## config.mk

```make
export PLATFORM = sky130hd
export DESIGN_NAME = gnr_node_lut
export DESIGN_NICKNAME = d
export VERILOG_FILES = /design/src/rtl/gnr_node_lut.sv
export SDC_FILE = /design/constraint.sdc
export NUM_CORES = 1
export LEC_CHECK = 0
export CORE_MARGIN = 8
export CORE_UTILIZATION = 30
export DETAILED_ROUTE_END_ITERATION = 10
export PLACE_DENSITY_LB_ADDON = 0.25
export REMOVE_ABC_BUFFERS = 1
export SYNTH_ARGS = -nofsm -noshare
export SYNTH_HDL_FRONTEND = slang
export SYNTH_SLANG_ARGS = --single-unit
```

## constraint.sdc

```tcl
create_clock -name clk -period 4.35 [get_ports clk]
set_input_delay 0.6525 -clock clk [delete_from_list [all_inputs] [get_ports clk]]
set_output_delay 0.6525 -clock clk [all_outputs]
set_load 0.03 [all_outputs]
```

## src/rtl/gnr_node_lut.sv

```systemverilog
// Boolean-network node with NCOPY independent state lanes. Each lane evaluates
// a shared runtime-loadable K-input truth table, has its own update divider,
// and tracks how long its state has held still for attractor detection.
module gnr_node_lut #(
  parameter int unsigned NCOPY = 2,
  parameter int unsigned K     = 4,
  parameter int unsigned PW    = 4,
  parameter int unsigned SW    = 16
) (
  input  logic                  clk,
  input  logic                  rst_n,
  input  logic                  reset_nos,
  input  logic [NCOPY-1:0]      init_state,
  input  logic                  cfg_we,
  input  logic [(2**K)-1:0]     cfg_lut,
  input  logic [NCOPY*PW-1:0]   cfg_period,
  input  logic [NCOPY-1:0]      start,
  input  logic [NCOPY*K-1:0]    in_bits,
  input  logic [SW-1:0]         stable_thr,
  output logic [NCOPY-1:0]      s,
  output logic [NCOPY-1:0]      changed,
  output logic [NCOPY-1:0]      stable
);

  localparam int unsigned LutW = 2 ** K;

  logic [LutW-1:0]     lut_q, lut_d;
  logic [NCOPY*PW-1:0] period_q, period_d;
  logic [NCOPY-1:0]    s_q, s_d;
  logic [NCOPY-1:0]    changed_q, changed_d;
  logic [PW-1:0]       phase_q [NCOPY];
  logic [PW-1:0]       phase_d [NCOPY];
  logic [SW-1:0]       scnt_q  [NCOPY];
  logic [SW-1:0]       scnt_d  [NCOPY];

  // Next-state: config load plus per-lane restart / evaluate / skip / hold.
  always_comb begin
    logic nxt;
    nxt       = 1'b0;
    lut_d     = lut_q;
    period_d  = period_q;
    s_d       = s_q;
    changed_d = '0;
    phase_d   = phase_q;
    scnt_d    = scnt_q;

    // An evaluation this cycle still sees lut_q, i.e. the old table.
    if (cfg_we) begin
      lut_d    = cfg_lut;
      period_d = cfg_period;
    end

    for (int c = 0; c < NCOPY; c++) begin
      if (reset_nos) begin
        s_d[c]     = init_state[c];
        phase_d[c] = '0;
        scnt_d[c]  = '0;
      end else if (start[c]) begin
        if (phase_q[c] == '0) begin
          nxt          = lut_q[in_bits[c*K +: K]];
          s_d[c]       = nxt;
          // Reload uses the registered period so a same-cycle cfg_we waits for the next reload.
          phase_d[c]   = period_q[c*PW +: PW];
          changed_d[c] = (nxt != s_q[c]);
          if (nxt != s_q[c]) begin
            scnt_d[c] = '0;
          end else if (scnt_q[c] != {SW{1'b1}}) begin
            scnt_d[c] = scnt_q[c] + SW'(1);
          end
        end else begin
          phase_d[c] = phase_q[c] - PW'(1);
        end
      end
    end
  end

  // State registers with asynchronous clear.
  always_ff @(posedge clk or negedge rst_n) begin
    if (!rst_n) begin
      lut_q     <= '0;
      period_q  <= '0;
      s_q       <= '0;
      changed_q <= '0;
      for (int c = 0; c < NCOPY; c++) begin
        phase_q[c] <= '0;
        scnt_q[c]  <= '0;
      end
    end else begin
      lut_q     <= lut_d;
      period_q  <= period_d;
      s_q       <= s_d;
      changed_q <= changed_d;
      phase_q   <= phase_d;
      scnt_q    <= scnt_d;
    end
  end

  // Stability flag follows the registered counter and the live threshold.
  always_comb begin
    stable = '0;
    for (int c = 0; c < NCOPY; c++) begin
      stable[c] = (stable_thr != '0) && (scnt_q[c] >= stable_thr);
    end
  end

  assign s       = s_q;
  assign changed = changed_q;

endmodule
```

---- Word-level counts from Yosys, hierarchy flattened ----
Index checks and enable logic that the tools add are counted.
word-level totals
  input bits .............................. 56
  flip-flop bits (word level) ............. 68
cells by class
  equality and inequality tests ........... 4
  magnitude comparators ................... 4
  reduce and logical (&&, ||, !) cells .... 15
  add/sub/neg operators ................... 4
  muxes and demuxes ....................... 32
operator list
  cell                     count
  $mux W16                 10
  $add A16 B1 Y16 const B  2
  $ge A16 B16 Y1           2
  $ne A16 B16 Y1 const B   2
  $mux W4                  6
  $reduce_bool A16 Y1      1
  $mux W1                  14
  $lt A4 B5 Y1 const B     2
  $bmux W1 S4              2
  $logic_not A4 Y1         2
  $reduce_bool A2 Y1       4
  $sub A4 B1 Y4 const B    2
  $reduce_and A3 Y1        2
  $reduce_bool A3 Y1       2
  $reduce_and A2 Y1        2
  $logic_and A1 B1 Y1      2
  $ne A1 B1 Y1             2

---- Depth between registers and ports, before layout ----
Gate-level depths: netlist of the first run.
  depth after elaboration ................. 7
  depth in mapped cells ................... 8
  depth with buffers taken out ............ 8

---- Worst setup path before layout of the first run ----
OpenSTA, ideal clock, no wires.
  path type ............................... input to output
  start point ............................. input port stable_thr[0]
  end point ............................... output port stable[1]
  cell stages on the path ................. 7
  required time ........................... 3.697 ns
  path buffers ............................ 0
  path slack .............................. 1.246 ns
  arrival ................................. 2.451 ns
  path through ............................ ha_1 nand2b_1 a21o_1 a21oi_1 o21ai_0 a31oi_1 o41ai_1
on the way
  cells in the longest elaborated chain, start to end .. 2
RTL lines
  what                                                          RTL line  text
  from (decl)                                                   19        input logic [SW-1:0] stable_thr,
  $ge A16 B16 Y1 / $reduce_bool A16 Y1 (equally long branches)  102       stable[c] = (stable_thr != '0) && (scnt_q[c] >= stable_thr);
  $logic_and A1 B1 Y1 (*)                                       102
  to (decl)                                                     22        output logic [NCOPY-1:0] stable
Mark *: on every way between the ends. The rest lies on a longest branch, timed or not.

---- Worst setup path in the final report of the first run ----
Ends and elaborated chain as after synthesis.

==> results of run 1 <==
[cell usage after synthesis (7+ instances only)]
cell type | instances | area [sq um]
inv_1 | 29 | 109
nand4_1 | 9 | 56.3
and3_1 | 8 | 50.1
ha_1 | 38 | 475
nand2b_1 | 9 | 56.3
o21ai_0 | 14 | 70.1
clkbuf_1 | 9 | 33.8
nand3_1 | 15 | 75.1
a31oi_1 | 25 | 156
dfrtp_1 | 68 | 1700
mux2_2 | 26 | 293
a21oi_1 | 24 | 120
nor2_1 | 29 | 109
nand2_1 | 27 | 101
a21o_1 | 16 | 120
a41oi_1 | 7 | 61.3
[metal layers]
layer	wire length, microns	part of all wire, %	GRT usage (%)	vias up
met5	0	0	0	-
met3	863	7.5	4.19	12
met1	5630	49	17.1	1786
met4	164	1.4	4.89	0
li1	-	-	-	1797
met2	4830	42	19.2	109
[cell families (layout without fill, tap and decap cells)]
family,Yosys count,count (layout),synth area share (%)
AO/OA/AOI/OAI,118,118,17.7
XOR/XNOR,2,2,0.396
flip-flops,68,68,38.5
buffers and inverters,43,108,3.90
AND/OR/NAND/NOR,135,135,15.8
multiplexers,40,40,13.0
adder cells (fa/ha/maj),38,38,10.7
[area by class of cell]
| class | count | area, sq um | share of cell area, % |
|---|---|---|---|
| inverter | 29 | 109 | 1.98 |
| clock inverter | 3 | 21.3 | 0.387 |
| tap | 184 | 230 | 4.19 |
| clock buffer | 13 | 260 | 4.74 |
| sequential | 68 | 1700 | 31.0 |
| timing repair buffer | 63 | 621 | 11.3 |
| multi-input combinational | 333 | 2550 | 46.4 |
[how the worst max path moves through the flow]
stage                      endpoint           from  slack, ns
after detailed placement  stable[1]  stable_thr[0]       0.59
after global routing      stable[1]  stable_thr[1]       0.36
after floorplan           stable[1]  stable_thr[0]       1.25
after global placement    stable[1]  stable_thr[0]       0.56
final                     stable[1]  stable_thr[0]       0.58
after CTS                 stable[1]  stable_thr[0]       0.57
[critical path: cells and delay by family]
kind / cells / cell delay, ns
buffers and inverters: 2 / 1.22
AO/OA/AOI/OAI: 5 / 0.87
adder cells (fa/ha/maj): 1 / 0.29
AND/OR/NAND/NOR: 1 / 0.09
[state kept, by name, indices dropped and copies added (netlist names)]
name,flops
scnt_q,32
lut_q,16
period_q,8
phase_q,8
changed,2
s,2
[power by group through the flow]
stage / Clock, mW / Sequential [mW] / Combinational (mW)
global placement: 0 / 0.725 / 0.361
detailed placement: 0 / 0.726 / 0.370
global route: 0.737 / 0.722 / 0.413
finish: 0.687 / 0.715 / 0.369
floorplan: 0 / 0.721 / 0.224
CTS: 0.707 / 0.715 / 0.372
[through the flow]
step / cells / setup slack (ns)
floorplan: 430 / 1.25
global placement: 677 / 0.564
detailed placement: 677 / 0.589
CTS: 693 / 0.570
global route: 693 / 0.360
finish: 693 / 0.581
==> results.py, run 1 <==
metrics = {
    "cts": {
        "post-cts-setup-buffer-count": 0,
        "clockBufferDepth": 2,
        "post_cts_resized": 0,
        "cts_tree": "done",
        "worstSkewPairLatency_ns": 0.33,
        "cts-hold-fix-buffers": 0,
        "h-tree-depth": 3,
        "cts_made_buffers": 9,
        "numClockSinks": 68,
        "clkTransAtPathRegs_ns": 0.05,
        "cts-root-buf": "clkbuf_16",
    },
    "pwr": {
        "p_total_mw": 1.77,
        "p_seq_share_pct": 40.4,
        "power_switching_mw": 0.492,
        "power_frac_clock_pct": 38.8,
        "swShare_pct": 27.8,
        "peakVddDrop_mv": 0.176,
        "combPwrFrac_pct": 20.8,
        "p_per_area_nw_per_um2": 322,
        "power_leakage_nw": 2.41,
        "internal_power_mw": 1.28,
    },
    "route": {
        "wl_microns": 11500,
        "wl_per_cell_microns": 16.6,
        "vias": 3704,
        "drcViolationCount": 0,
        "drtAntennaViolNets": 0,
        "drtIter0Drc": 246,
        "viasPerCell": 5.34,
        "firstDrtPassIters": 4,
    },
    "floorplan": {
        "initial_utilization_pct": 30.5,
        "rows": 44,
        "ios": 62,
        "die_h_microns": 137,
        "dieArea_sq_um": 18900,
        "core_sq_um": 14500,
        "dieWidth_microns": 137,
    },
    "placement": {
        "place_congestion": 0.823,
        "hpwl_microns": 8710,
        "io_buffers": 61,
        "dpl-instance-area_sq_um": 5210,
    },
    "worst_setup_path": {
        "end_kind": "primary output",
        "r2r_slack_ns": 1.49,
        "cp_common_cell": "clkdlybuf4s50_1",
        "critPathSlowestCell": "clkdlybuf4s50_1",
        "crit_required_ns": 3.70,
        "slowest_delay_ns": 0.76,
        "timing.rr.start": "phase_q[0]",
        "rr_worst_depth": 7,
        "worstSetupPathType": "in -> out",
        "critPathMaxFanout": 3,
        "r2r_end": "scnt_q[0]",
        "critPathArrivalTime_ns": 3.12,
        "start_kind": "input pin",
        "path_cells": "clkdlybuf4s50_1 > ha_1 > nand2b_1 > a21o_1 > a21oi_1 > o21ai_0 > a31oi_1 > o41ai_1 > clkdlybuf4s50_1",
    },
    "outcome": {
        "status": "finished, final reports clean",
    },
    "yosys": {
        "avgSynthCellArea_sq_um": 9.96,
        "yosys_register_bits": 68,
        "yosys_warnings": 0,
        "yosys_most_used_dff": "dfrtp_1",
        "syn_inst": 444,
        "synth-async-reset-ratio_pct": 100,
        "ys_seq_area_share_pct": 38.5,
        "synth_edf_count": 0,
        "syn-cell-area_sq_um": 4420,
        "yosysUniqueCellTypes": 51,
    },
    "global_routing": {
        "grt_max_degree": 46,
        "grt_pass1_wl_microns": 19500,
        "grt-ovfl-total": 0,
        "gr-usage-all-layers_pct": 12.9,
        "grt_pass1_vias": 3882,
        "antenna_found_initial": 0,
    },
    "cells_and_area": {
        "layout_common_cells": "dfrtp_1 (68), clkdlybuf4s50_1 (60), ha_1 (38)",
        "layout.nets": 598,
        "final_common_cell": "dfrtp_1",
        "antenna_cells": 0,
        "fin_area_sq_um": 5490,
        "layout-drive-gt1-share_pct": 11.0,
        "n_fill_cell": 1459,
        "post-route-util_pct": 37.9,
        "synthToLayoutAreaGrowth_pct": 24.2,
    },
    "sta": {
        "setup_viol": 0,
        "drv_slew": 0,
        "rsz0062_at_grt": "false",
        "slew_headroom_pct": 25.0,
        "min_period_ns": 3.77,
        "whs_ns": 0.510,
        "fin_crit_sh_pct": 86.6,
        "finalSetupTns_ns": 0,
        "fin_worst_skew_ns": 0.00926,
        "hold_viol_final": 0,
        "worst_pin_slew_ns": 1.12,
        "timing.fmax_mhz": 265,
    },
    "min_path": {
        "hold_path_class": "in -> async",
    },
    "job": {
        "maxCapViolations": 0,
    },
}
Power figures use the tool's default switching activity.
==> inputs of run 2 (changes only) <==
Settings changed: PLACE_DENSITY_LB_ADDON 0.25 to 0.15.
==> results.py, run 2 (synthesis gave the netlist of run 1 again) <==
metrics = {
    "outcome": {
        "status": "finished, final reports clean",
    },
    "sta": {
        "slew_headroom_pct": 22.5,
        "timing.fmax_mhz": 270,
        "hold_viol_final": 0,
        "setup_viol": 0,
        "worst_pin_slew_ns": 1.16,
        "drv_slew": 0,
        "fin_worst_skew_ns": 0.00990,
        "rsz0062_at_grt": "false",
        "min_period_ns": 3.70,
        "finalSetupTns_ns": 0,
        "fin_crit_sh_pct": 85.1,
    },
    "placement": {
        "io_buffers": 61,
        "place_congestion": 0.839,
        "hpwl_microns": 9110,
        "dpl-instance-area_sq_um": 5220,
    },
    "pwr": {
        "power_switching_mw": 0.502,
        "power_leakage_nw": 2.42,
        "p_per_area_nw_per_um2": 326,
        "peakVddDrop_mv": 0.175,
        "p_seq_share_pct": 39.9,
        "combPwrFrac_pct": 20.8,
        "power_frac_clock_pct": 39.3,
        "internal_power_mw": 1.29,
        "swShare_pct": 27.9,
    },
    "floorplan": {
        "dieArea_sq_um": 18900,
        "ios": 62,
        "die_h_microns": 137,
        "core_sq_um": 14500,
        "dieWidth_microns": 137,
        "initial_utilization_pct": 30.5,
        "rows": 44,
    },
    "route": {
        "drcViolationCount": 0,
        "wl_per_cell_microns": 17.3,
        "viasPerCell": 5.39,
        "vias": 3744,
        "wl_microns": 12000,
        "drtIter0Drc": 254,
        "drtAntennaViolNets": 0,
        "firstDrtPassIters": 4,
    },
    "cells_and_area": {
        "synthToLayoutAreaGrowth_pct": 24.5,
        "layout.nets": 599,
        "multi_input_area_sq_um": 2550,
        "final_common_cell": "dfrtp_1",
        "layout_common_cells": "dfrtp_1 (68), clkdlybuf4s50_1 (60), ha_1 (38)",
        "antenna_cells": 0,
        "largest_reg_flops": 32,
        "layout-drive-gt1-share_pct": 11.4,
        "n_fill_cell": 1431,
        "fin_area_sq_um": 5510,
        "largest_registers": "scnt_q x32, lut_q x16",
        "ff_latch_area_sq_um": 1700,
        "top_register": "scnt_q",
    },
    "cts": {
        "clockBufferDepth": 2,
        "worstSkewPairLatency_ns": 0.33,
        "clkTransAtPathRegs_ns": 0.05,
        "post-cts-setup-buffer-count": 0,
        "cts_tree": "done",
        "cts-hold-fix-buffers": 0,
        "h-tree-depth": 3,
        "numClockSinks": 68,
        "cts-root-buf": "clkbuf_16",
        "post_cts_resized": 0,
        "cts_made_buffers": 9,
    },
    "worst_setup_path": {
        "path_depth": 9,
        "critPathTopFamily": "buffers and inverters",
        "slowest_delay_ns": 0.75,
        "r2r_end": "scnt_q[0]",
        "critPathBufInv": 2,
        "cp_common_cell": "clkdlybuf4s50_1",
        "rr_worst_depth": 7,
        "crit_required_ns": 3.70,
        "timing.rr.start": "phase_q[0]",
        "critical_path.endpoint": "stable[1]",
        "end_kind": "primary output",
        "r2r_slack_ns": 1.42,
        "start_kind": "input pin",
        "worstSetupPathType": "in -> out",
        "crit_start": "stable_thr[0]",
        "path_cells": "clkdlybuf4s50_1 > ha_1 > nand2b_1 > a21o_1 > a21oi_1 > o21ai_0 > a31oi_1 > o41ai_1 > clkdlybuf4s50_1",
        "critPathMaxFanout": 3,
        "critPathArrivalTime_ns": 3.05,
        "critPathSlowestCell": "clkdlybuf4s50_1",
    },
    "global_routing": {
        "grt_use_met1_pct": 17.8,
        "gr-usage-all-layers_pct": 13.5,
        "busiest_layer": "met2",
        "grt_pass1_wl_microns": 20100,
        "antenna_found_initial": 0,
        "grt_max_degree": 39,
        "grt_pass1_vias": 3915,
        "grtUsageMet2_pct": 20.9,
        "grt-ovfl-total": 0,
        "met3_usage_pct": 3.68,
    },
    "min_path": {
        "hold_path_class": "in -> async",
    },
    "job": {
        "maxCapViolations": 0,
    },
}
## run 2: power groups by stage
stage               clock, mW  sequential (mW)  combinational, mW
floorplan                   0            0.721              0.224
global placement            0            0.725              0.366
detailed placement          0            0.726              0.376
CTS                     0.728            0.716              0.378
global route            0.756            0.722              0.419
finish                  0.706            0.716              0.374
## run 2: worst min path at each step
stage | start | end | slack [ns]
after CTS | rst_n | scnt_q[19] | 0.42
after global routing | rst_n | scnt_q[19] | 0.46
after global placement | period_q[6] | period_q[6] | 0.50
final | rst_n | scnt_q[19] | 0.40
after detailed placement | period_q[6] | period_q[6] | 0.50
after floorplan | rst_n | changed[0] | 0.36
## run 2: through the flow
stage / utilization (%) / hold slack (ns) / power [mW] / setup WS, ns / std cells
floorplan: - / 0.357 / 0.944 / 1.25 / 430
finish: 38.0 / 0.399 / 1.80 / 0.650 / 694
detailed placement: 36.0 / 0.497 / 1.10 / 0.661 / 678
global route: 38.0 / 0.459 / 1.90 / 0.455 / 694
global placement: 36.0 / 0.495 / 1.09 / 0.657 / 678
CTS: 38.0 / 0.421 / 1.82 / 0.649 / 694
## run 2: final cells by class
class,count,share of cell area (%)
flip-flops and latches,68,30.9
multi-input cells,333,46.3
well taps,184,4.18
clock buffers,13,4.91
inverters,29,1.98
clock inverters,3,0.363
repair buffers,64,11.4
## run 2: worst reg2reg max path: stages (launching register included)
cell and delay (ns):
dfrtp_1 0.41, inv_1 0.10, ha_1 0.15, nor3b_1 0.74
nand2_1 0.32, nand2b_1 0.55, o21ai_0 0.24, mux2_2 0.31
## run 2: metal layers
metal / vias to the layer above / share of wire, %
li1: 1796 / -
met1: 1853 / 48
met2: 88 / 44
met3: 7 / 6.4
met4: 0 / 0.90
met5: - / 0
==> inputs of run 3 (changes only) <==
Settings changed: CORE_UTILIZATION 30 to 55.
==> results.py, run 3 (synthesis gave the netlist of run 1 again) <==
metrics = {
    "route": {
        "drtAntennaViolNets": 0,
        "firstDrtPassIters": 4,
        "drtIter0Drc": 191,
        "vias": 3679,
        "wl_microns": 10400,
        "wl_per_cell_microns": 17.0,
        "drcViolationCount": 0,
        "viasPerCell": 6.02,
    },
    "floorplan": {
        "die_h_microns": 106,
        "rows": 32,
        "dieWidth_microns": 106,
        "dieArea_sq_um": 11200,
        "core_sq_um": 7770,
        "initial_utilization_pct": 56.9,
        "ios": 62,
    },
    "worst_setup_path": {
        "r2r_end": "scnt_q[0]",
        "critical_path.endpoint": "stable[1]",
        "worstSetupPathType": "in -> out",
        "crit_start": "stable_thr[0]",
        "start_kind": "input pin",
        "r2r_slack_ns": 1.45,
        "rr_worst_depth": 7,
        "timing.rr.start": "phase_q[0]",
        "critPathArrivalTime_ns": 3.18,
        "crit_required_ns": 3.70,
        "critPathMaxFanout": 3,
        "end_kind": "primary output",
    },
    "cts": {
        "cts-root-buf": "clkbuf_8",
        "cts_tree": "done",
        "numClockSinks": 68,
        "clockBufferDepth": 2,
        "h-tree-depth": 3,
        "worstSkewPairLatency_ns": 0.35,
        "clkTransAtPathRegs_ns": 0.08,
        "post-cts-setup-buffer-count": 0,
        "post_cts_resized": 0,
        "cts_made_buffers": 9,
        "cts-hold-fix-buffers": 0,
    },
    "outcome": {
        "status": "finished, final reports clean",
    },
    "placement": {
        "io_buffers": 61,
        "numPlacedInstances": 596,
        "place_ws_ns": 0.569,
        "place_congestion": 0.883,
        "dpl-instance-area_sq_um": 5110,
        "hpwl_microns": 7730,
    },
    "sta": {
        "hold_viol_final": 0,
        "min_period_ns": 3.83,
        "drv_slew": 0,
        "setup_slack_ns": 0.521,
        "finalSetupTns_ns": 0,
        "timing.fmax_mhz": 261,
        "rsz0062_at_grt": "false",
        "fin_crit_sh_pct": 88.0,
        "fin_worst_skew_ns": 0.0115,
        "whs_ns": 0.468,
        "worst_pin_slew_ns": 1.10,
        "slew_headroom_pct": 26.2,
        "setup_viol": 0,
    },
    "pwr": {
        "peakVddDrop_mv": 0.176,
        "power_leakage_nw": 2.38,
        "p_per_area_nw_per_um2": 311,
        "p_total_mw": 1.66,
    },
    "cells_and_area": {
        "top_register": "scnt_q",
        "final_common_cell": "dfrtp_1",
        "antenna_cells": 0,
        "largest_reg_flops": 32,
        "fin_area_sq_um": 5330,
        "finalNonFillerCells": 611,
        "post-route-util_pct": 68.6,
        "layout.nets": 599,
        "synthToLayoutAreaGrowth_pct": 20.5,
        "layout-drive-gt1-share_pct": 11.4,
        "layout_common_cells": "dfrtp_1 (68), clkdlybuf4s50_1 (60), ha_1 (38)",
        "largest_registers": "scnt_q x32, lut_q x16",
    },
    "global_routing": {
        "grt_pass1_vias": 3822,
        "gr-usage-all-layers_pct": 19.4,
        "grt_pass1_wl_microns": 18000,
        "antenna_found_initial": 0,
        "grt-ovfl-total": 0,
        "grt_max_degree": 47,
    },
    "min_path": {
        "hold_path_class": "in -> async",
    },
    "job": {
        "maxCapViolations": 0,
    },
}
==> run 3: worst min path at each step <==
stage	endpoint	slack (ns)	depth (start not counted)
floorplan	changed[0]	0.36	0
global placement	period_q[2]	0.49	1
detailed placement	period_q[5]	0.50	1
CTS	scnt_q[7]	0.51	1
global route	period_q[1]	0.53	1
finish	scnt_q[19]	0.47	1
==> run 3: routing by layer <==
metal / global-route usage (%) / vias to the layer above / share of wire, %
met3: 5.66 / 10 / 6.2
li1: - / 1799 / -
met1: 25.4 / 1773 / 47
met4: 5.83 / 0 / 1.2
met5: 0 / - / 0
met2: 30.4 / 97 / 45
==> run 3: report_power, final <==
| group | total, mW | switching [mW] | leakage [nW] | internal, mW |
|---|---|---|---|---|
| sequential | 0.712 | 0.0384 | 0.884 | 0.674 |
| clock | 0.576 | 0.256 | 0.105 | 0.320 |
| combinational | 0.367 | 0.181 | 1.40 | 0.186 |
| total | 1.66 | 0.475 | 2.38 | 1.18 |
==> run 3: layout make-up <==
| cell class | count | area, sq um |
|---|---|---|
| Clock buffer | 9 | 124 |
| Clock inverter | 6 | 90.1 |
| Fill cell | 593 | 2440 |
| Inverter | 29 | 109 |
| Multi-Input combinational cell | 333 | 2550 |
| Sequential cell | 68 | 1700 |
| Tap cell | 102 | 128 |
| Timing Repair Buffer | 64 | 628 |
==> run 3: worst max-delay path: stages <==
cell and delay, ns:
clkdlybuf4s50_1 0.45, ha_1 0.29, nand2b_1 0.09, a21o_1 0.10, a21oi_1 0.05, o21ai_0 0.20
a31oi_1 0.13, o41ai_1 0.44, clkdlybuf4s50_1 0.76
